$ cat config.mk
export PLATFORM = sky130hd
export DESIGN_NAME = uart_tx_arbiter
export DESIGN_NICKNAME = d
export VERILOG_FILES = /design/src/rtl/uart_tx_arbiter.sv
export SDC_FILE = /design/constraint.sdc
export NUM_CORES = 1
export LEC_CHECK = 0
export ABC_AREA = 1
export CORE_MARGIN = 2
export CORE_UTILIZATION = 48
export DETAILED_ROUTE_END_ITERATION = 10
export PLACE_DENSITY = 0.87
export SYNTH_ARGS = -nofsm -noshare
export SYNTH_HDL_FRONTEND = slang
export SYNTH_SLANG_ARGS = --single-unit
$ cat constraint.sdc
create_clock -name clk -period 3.8 [get_ports clk]
set_input_delay 0.76 -clock clk [delete_from_list [all_inputs] [get_ports clk]]
set_output_delay 0.76 -clock clk [all_outputs]
set_load 0.05 [all_outputs]
$ cat src/rtl/uart_tx_arbiter.sv
// Round-robin packet arbiter sharing one unbuffered uart_tx between N_REQ
// byte-stream requesters. A grant covers a whole packet (up to req_last), so
// packets from different sources never interleave on the serial line. A
// stalled owner loses the grant after GAP_TIMEOUT idle cycles mid-packet.
module uart_tx_arbiter #(
  parameter  int N_REQ       = 4,
  parameter  int DATA_BITS   = 8,
  parameter  int GAP_TIMEOUT = 1024,
  localparam int IDX_W       = $clog2(N_REQ)
) (
  input  logic                       clk,
  input  logic                       rst_n,
  input  logic [N_REQ-1:0]           req_valid,
  input  logic [N_REQ*DATA_BITS-1:0] req_data,
  input  logic [N_REQ-1:0]           req_last,
  output logic [N_REQ-1:0]           req_ready,
  output logic                       tx_send,
  output logic [DATA_BITS-1:0]       tx_data,
  input  logic                       tx_busy,
  output logic [N_REQ-1:0]           grant,
  output logic [IDX_W-1:0]           grant_idx,
  output logic                       pkt_abort
);

  localparam logic [1:0] ST_IDLE   = 2'd0;
  localparam logic [1:0] ST_GRANT  = 2'd1;
  localparam logic [1:0] ST_LAUNCH = 2'd2;
  localparam logic [1:0] ST_DRAIN  = 2'd3;

  // A zero timeout disables revocation; the counter then stays at 0.
  localparam bit              TIMEOUT_EN = (GAP_TIMEOUT != 0);
  localparam int              GAP_W      = TIMEOUT_EN ? $clog2(GAP_TIMEOUT + 1) : 1;
  localparam logic [GAP_W-1:0] GAP_MAX   = GAP_W'(GAP_TIMEOUT);

  logic [1:0]           state_q;
  logic [IDX_W-1:0]     idx_q;       // current owner, 0 while idle
  logic [IDX_W-1:0]     last_idx_q;  // last owner, round-robin pointer
  logic                 last_q;      // byte in flight ends the packet
  logic [GAP_W-1:0]     gap_q;
  logic                 abort_q;

  logic [DATA_BITS-1:0] req_bytes [N_REQ];
  logic [IDX_W-1:0]     cand;
  logic [IDX_W-1:0]     pick_idx;
  logic                 pick_found;
  logic                 send_ok;
  logic                 gap_hit;

  // Unpack the flat data bus into one byte per requester.
  always_comb begin
    for (int i = 0; i < N_REQ; i++) begin
      req_bytes[i] = req_data[i*DATA_BITS +: DATA_BITS];
    end
  end

  // Round-robin pick: first valid requester after the previous owner, with wrap.
  always_comb begin
    // NOTE: every always_comb output gets a default first so no path leaves it
    // unassigned; otherwise synthesis infers a latch to hold the old value.
    cand       = '0;
    pick_idx   = '0;
    pick_found = 1'b0;
    for (int k = 1; k <= N_REQ; k++) begin
      cand = IDX_W'((int'(last_idx_q) + k) % N_REQ);
      if (!pick_found && req_valid[cand]) begin
        pick_found = 1'b1;
        pick_idx   = cand;
      end
    end
  end

  // Handshake and transmitter drive: only in the GRANT cycle that accepts a byte.
  always_comb begin
    send_ok   = (state_q == ST_GRANT) && req_valid[idx_q] && !tx_busy;
    tx_send   = send_ok;
    tx_data   = send_ok ? req_bytes[idx_q] : '0;
    req_ready = '0;
    if (send_ok) req_ready[idx_q] = 1'b1;
    grant = '0;
    if (state_q != ST_IDLE) grant[idx_q] = 1'b1;
    // Timeout fires on the idle cycle that would bring the count to GAP_TIMEOUT.
    gap_hit = TIMEOUT_EN && (gap_q == GAP_MAX - 1'b1);
  end

  assign grant_idx = idx_q;
  assign pkt_abort = abort_q;

  // Grant state machine, gap counter and abort pulse.
  always_ff @(posedge clk) begin
    // NOTE: sequential state uses non-blocking assignments so every register
    // samples the pre-edge values, independent of statement order.
    if (!rst_n) begin
      state_q    <= ST_IDLE;
      idx_q      <= '0;
      last_idx_q <= IDX_W'(N_REQ - 1);
      last_q     <= 1'b0;
      gap_q      <= '0;
      abort_q    <= 1'b0;
    end else begin
      abort_q <= 1'b0;
      case (state_q)
        ST_IDLE: begin
          if (pick_found) begin
            idx_q   <= pick_idx;
            state_q <= ST_GRANT;
          end
        end
        ST_GRANT: begin
          if (send_ok) begin
            last_q  <= req_last[idx_q];
            gap_q   <= '0;
            state_q <= ST_LAUNCH;
          end else if (!req_valid[idx_q]) begin
            if (gap_hit) begin
              abort_q    <= 1'b1;
              last_idx_q <= idx_q;
              idx_q      <= '0;
              gap_q      <= '0;
              state_q    <= ST_IDLE;
            end else if (gap_q != GAP_MAX) begin
              gap_q <= gap_q + 1'b1;
            end
          end
          // Valid but transmitter busy: wait with the counter held.
        end
        ST_LAUNCH: begin
          // tx_busy is registered in uart_tx and is not yet high here.
          state_q <= ST_DRAIN;
        end
        ST_DRAIN: begin
          if (!tx_busy) begin
            if (last_q) begin
              last_idx_q <= idx_q;
              idx_q      <= '0;
              state_q    <= ST_IDLE;
            end else begin
              state_q <= ST_GRANT;
            end
          end
        end
        default: state_q <= ST_IDLE;
      endcase
    end
  end

endmodule
==> results of run 1 <==
-- registers in the layout, indices dropped and copies added (netlist names), named ones only --
register,count
gap_q,11
grant_idx,2
last_idx_q,2
last_q,1
pkt_abort,1
state_q,1
-- layout by cell type (no fill, tap or decap), types with 4 or more instances in the layout --
cell type         n
a21oi_1          13
o21ai_0           9
nor2_1           45
clkdlybuf4s50_1  49
nand4_1           4
a31oi_1          10
a22oi_1           9
nand3_1          21
buf_4            15
inv_2             4
nor3_1            6
nand2_1          95
dfxtp_1          19
nand2_2           4
inv_1            26
-- path summary, 6_finish.rpt --
kind                 from        end  cells past startpoint
max          req_valid[1]    tx_send                      8
max reg2reg  grant_idx[0]   gap_q[2]                     11
min reg2reg     gap_q[10]  gap_q[10]                      2
min             gap_q[10]  gap_q[10]                      2
-- Yosys cell counts --
cell,count
nand2_1,95
nor2_1,45
inv_1,26
nand3_1,21
dfxtp_1,19
a21oi_1,13
a31oi_1,10
a22oi_1,9
o21ai_0,9
nor3_1,6
inv_2,4
nand2_2,4
nand4_1,4
buf_4,3
clkbuf_1,3
o211ai_1,3
xor2_1,3
buf_6,2
clkinv_1,2
ha_1,2
a41oi_1,1
nand3_2,1
nor2_2,1
nor2_4,1
o21ai_1,1
or2_2,1
-- logic make-up after synthesis --
group	share of synthesized area
flops	0.233
xor+xnor	0.0161
fa+ha+maj	0.0154
compound gates	0.170
simple gates	0.457
buf+inv	0.108
-- worst max-delay path, stage by stage --
cell and delay [ns]:
clkdlybuf4s50_1 0.54, nand2_1 0.07, nand2_1 0.08, nand2_1 0.04
nand2_1 0.09, nand2_2 0.25, inv_1 0.26, buf_4 0.24
-- metrics by stage --
stage          setup WS (ns)  hold slack (ns)  cell area, µm²
2_1_floorplan          0.708            0.451            1630
3_5_place_dp           0.701            0.480            2230
4_1_cts                0.698            0.495            2260
5_1_grt                0.509            0.526            2260
3_3_place_gp           0.742            0.468            2230
6_report               0.706            0.498            2260
-- layout make-up --
type                       count  area (µm²)
clock buffer                   4        26.3
fill                         300        1020
inverter                      32         120
multi-input combinational    230        1070
sequential                    19         380
tap                           46        57.6
timing repair buffer          64         603
-- report_power, final --
| part | internal (mW) | total, mW | switching [mW] |
|---|---|---|---|
| Clock | 0.0409 | 0.102 | 0.0615 |
| Sequential | 0.242 | 0.312 | 0.0697 |
| Combinational | 0.275 | 0.776 | 0.500 |
-- layer usage --
layer  track usage  routed length (µm)  vias up
met5             0                   0        -
met4        0.0583                  38        0
met3        0.0326                 262        5
met2         0.424                2060       75
met1         0.283                1960      908
li1              -                   -     1059
==> qor.yml, run 1 <==
logic_synthesis:
  syn-cell-area_um2: 1630
  synthDistinctLibCells: 26
  synthCells: 289
  ys_ff_latch: 19
  synth.top_cells.by_area: "dfxtp_1 (23%), nand2_1 (22%), nor2_1 (10%), nand3_1 (6.5%), inv_1 (6.0%)"
  yosys_warnings: 0
  synth_area_per_cell_um2: 5.64
  synth.yosys.seq_area_share: 0.233
  yosysTopAreaCell: "dfxtp_1"
  yosysTopAreaCellShare: 0.233
  synth_fp_nets: 334
place:
  io_buffers: 62
  placedCellCount: 391
  place_congestion: 0.872
  dpl.hpwl_um: 3470
drt:
  via_per_inst: 5.18
  drc: 0
  post_drt_wl_per_cell_um: 10.9
  ant_nets: 0
  dr.pass1.iters: 4
  drt_iter0_markers: 120
  vias: 2047
  totalWireLength_um: 4320
die:
  num_rows: 21
  die_h_um: 62.3
  start_util: 0.496
  boundaryPins: 63
  core_um2: 3280
  die-area_um2: 3880
  die_w_um: 62.3
setup_path:
  crit_fanout: 22
  required_ns: 3.04
  reg2reg_slack_ns: 1.72
  worst_setup_path_end_kind: "output pin"
  critPathKind: "in -> out"
  cp.arrival_ns: 2.33
  startpoint_type: "input port"
timing:
  timing.final.crit_share: 0.814
  fin_skew_ns: 0.00377
  fin_crit_ns: 3.09
  slew_headroom: 0.623
  tightest_slew_ns: 0.564
  slew_violations: 0
  rsz0062_at_grt: "no"
  final.setup.tns_ns: 0
  setup_viol: 0
  timing.final.hold_violations: 0
  fmax_mhz: 323
layout:
  final_cells: 395
  syn2layout_area_growth_pct: 38.7
  utilization: 0.688
  diodes: 0
  drive_gt1_frac: 0.0860
  fin_nets: 395
clock_tree:
  cts_tree: "built"
  cts.sinks: 19
  htreeDepth: 1
  cts_buffers: 3
  postCtsSetupRepairBufs: 0
  cts_hold_buffers: 0
  clk_latency_ns: 0.30
  ctsLongestPathBuffers: 2
  cts.repair.resized: 0
  clk_pin_slew_ns: 0.10
  clock-root-buffer: "clkbuf_4"
pwr:
  max-vdd-ir-drop_mv: 0.259
  p_leak_nw: 1.02
  power.density_nw_per_um2: 527
  p_total_mw: 1.19
status:
  status: "finished, final reports clean"
global_route:
  grt-ovfl-total: 0
  grt_max_degree: 23
  grt_pass1_vias: 1875
  antenna_found_initial: 0
  grtUsageTotal: 0.231
  grt_first_pass_wirelength_um: 7610
run:
  drv_cap: 0
hold_path:
  worstHoldPathType: "reg -> reg"
Power figures use the tool's default switching activity.
==> run 2, diff against run 1 <==
--- a/config.mk
+++ b/config.mk
@@ -7,9 +7,9 @@
 export LEC_CHECK = 0
 export ABC_AREA = 1
 export CORE_MARGIN = 2
-export CORE_UTILIZATION = 48
+export CORE_UTILIZATION = 44
 export DETAILED_ROUTE_END_ITERATION = 10
-export PLACE_DENSITY = 0.87
+export PLACE_DENSITY = 0.8
 export SYNTH_ARGS = -nofsm -noshare
 export SYNTH_HDL_FRONTEND = slang
 export SYNTH_SLANG_ARGS = --single-unit
==> constraint.sdc (replaced) <==
create_clock -name clk -period 3.15 [get_ports clk]
set_input_delay 0.63 -clock clk [delete_from_list [all_inputs] [get_ports clk]]
set_output_delay 0.63 -clock clk [all_outputs]
set_load 0.05 [all_outputs]
==> run 2 against run 1 <==
Effect of this change: final cell count grew 0.76%; flip-flop and latch count is the same; first-iteration DRC count grew 35%; critical path type is now reg -> out; utilization shrank 0.83 points; highest routed layer unchanged; die area grew 8.5%.
==> qor.yml, run 2 (synthesis gave the netlist of run 1 again) <==
setup_path:
  critPathKind: "reg -> out"
  required_ns: 2.52
  startpoint_type: "flop"
  crit_fanout: 10
  r2r_cells: 12
  cp.arrival_ns: 2.15
  reg2reg_slack_ns: 1.02
  worst_setup_path_end_kind: "output pin"
  rr_startpoint: "grant_idx[0]"
  rr_endpoint: "gap_q[2]"
hold_path:
  holdPathStages: 2
  worstHoldPathType: "reg -> reg"
  hold_path_end: "gap_q[10]"
  min_from: "gap_q[10]"
timing:
  slew_violations: 0
  fin_crit_ns: 2.78
  tightest_slew_ns: 0.579
  final.setup.tns_ns: 0
  slew_headroom: 0.613
  rsz0062_at_grt: "no"
  timing.final.crit_share: 0.882
  setup_viol: 0
  timing.final.hold_violations: 0
  fmax_mhz: 360
  fin_skew_ns: 0.00354
drt:
  vias: 2037
  highest_layer: "met4"
  via_per_inst: 5.12
  post_drt_wl_per_cell_um: 11.7
  drc: 0
  m1WireLength_um: 2020
  totalWireLength_um: 4650
  dr.pass1.iters: 4
  drt_iter0_markers: 162
  ant_nets: 0
  wl_met2_um: 2230
  wl_met3_um: 323
status:
  status: "finished, final reports clean"
die:
  die-area_um2: 4200
  core_um2: 3610
  die_w_um: 64.8
  boundaryPins: 63
  num_rows: 22
  start_util: 0.452
  die_h_um: 64.8
global_route:
  grt_max_degree: 18
  antenna_found_initial: 0
  grtUsageTotal: 0.236
  grt_pass1_vias: 1863
  grt_first_pass_wirelength_um: 8000
  grt-ovfl-total: 0
layout:
  fin_nets: 396
  final_cells: 398
  drive_gt1_frac: 0.0886
  final_cell_mix: "nand2_1 (95), clkdlybuf4s50_1 (49), nor2_1 (45)"
  layout_commonest_cell: "nand2_1"
  largest_reg_flops: 11
  syn2layout_area_growth_pct: 50.5
  top_register: "gap_q"
  diodes: 0
clock_tree:
  cts.sinks: 19
  cts_buffers: 3
  clk_pin_slew_ns: 0.07
  cts_tree: "built"
  clock-root-buffer: "clkbuf_8"
  postCtsSetupRepairBufs: 0
  htreeDepth: 1
  cts_hold_buffers: 0
  ctsLongestPathBuffers: 2
  clk_latency_ns: 0.26
  cts.repair.resized: 0
place:
  placedCellCount: 394
  dpl.hpwl_um: 3780
  io_buffers: 62
  place_congestion: 0.849
pwr:
  max-vdd-ir-drop_mv: 0.278
  p_leak_nw: 1.07
  power.density_nw_per_um2: 630
run:
  drv_cap: 0
[run 2: cell types whose count changed in the layout (fill, tap and decap cells not counted)]
cell	change
buf_4	-12
clkbuf_4	-3
clkbuf_8	+3
buf_12	+13
[run 2: power breakdown]
group	switching, mW	leakage (nW)	internal (mW)
clock network	0.0827	0.0228	0.0902
registers	0.0852	0.155	0.292
logic	0.618	0.894	0.375
[run 2: stage by stage]
step / setup WS, ns / area, µm² / power (mW) / hold WS [ns] / utilization
CTS: 0.349 / 2450 / 1.55 / 0.478 / 0.680
detailed placement: 0.366 / 2410 / 1.37 / 0.467 / 0.667
finish: 0.371 / 2450 / 1.54 / 0.477 / 0.680
global placement: 0.397 / 2410 / 1.36 / 0.463 / 0.667
floorplan: 0.188 / 1630 / 1.08 / 0.451 / -
global route: 0.215 / 2450 / 1.69 / 0.501 / 0.680
[run 2: worst max-delay path: stages, from the launching register on]
cell	delay, ns
dfxtp_1	0.45
inv_1	0.16
nor2_1	0.12
buf_4	0.18
inv_1	0.07
nor2_1	0.08
clkdlybuf4s50_1	0.83
[run 2: how the worst max path moves through the flow]
stage,endpoint,depth (start not counted),from,slack [ns]
5_1_grt,tx_data[7],8,req_valid[0],0.21
2_1_floorplan,tx_data[1],9,grant_idx[0],0.19
3_5_place_dp,tx_data[3],8,req_valid[0],0.37
6_report,grant[2],6,grant_idx[1],0.37
3_3_place_gp,tx_data[5],8,req_valid[1],0.40
4_1_cts,tx_data[7],8,req_valid[0],0.35
[run 2: final cells by class]
cell class	count	area, µm²
Clock buffer	4	45.0
Inverter	32	120
Sequential cell	19	380
Fill cell	326	1150
Tap cell	48	60.1
Timing Repair Buffer	65	773
Multi-Input combinational cell	230	1070
[run 2: per-layer routing]
layer / vias to the layer above / GRT usage
li1: 1063 / -
met1: 891 / 0.286
met2: 76 / 0.423
met3: 7 / 0.0434
met4: 0 / 0.0638
met5: - / 0
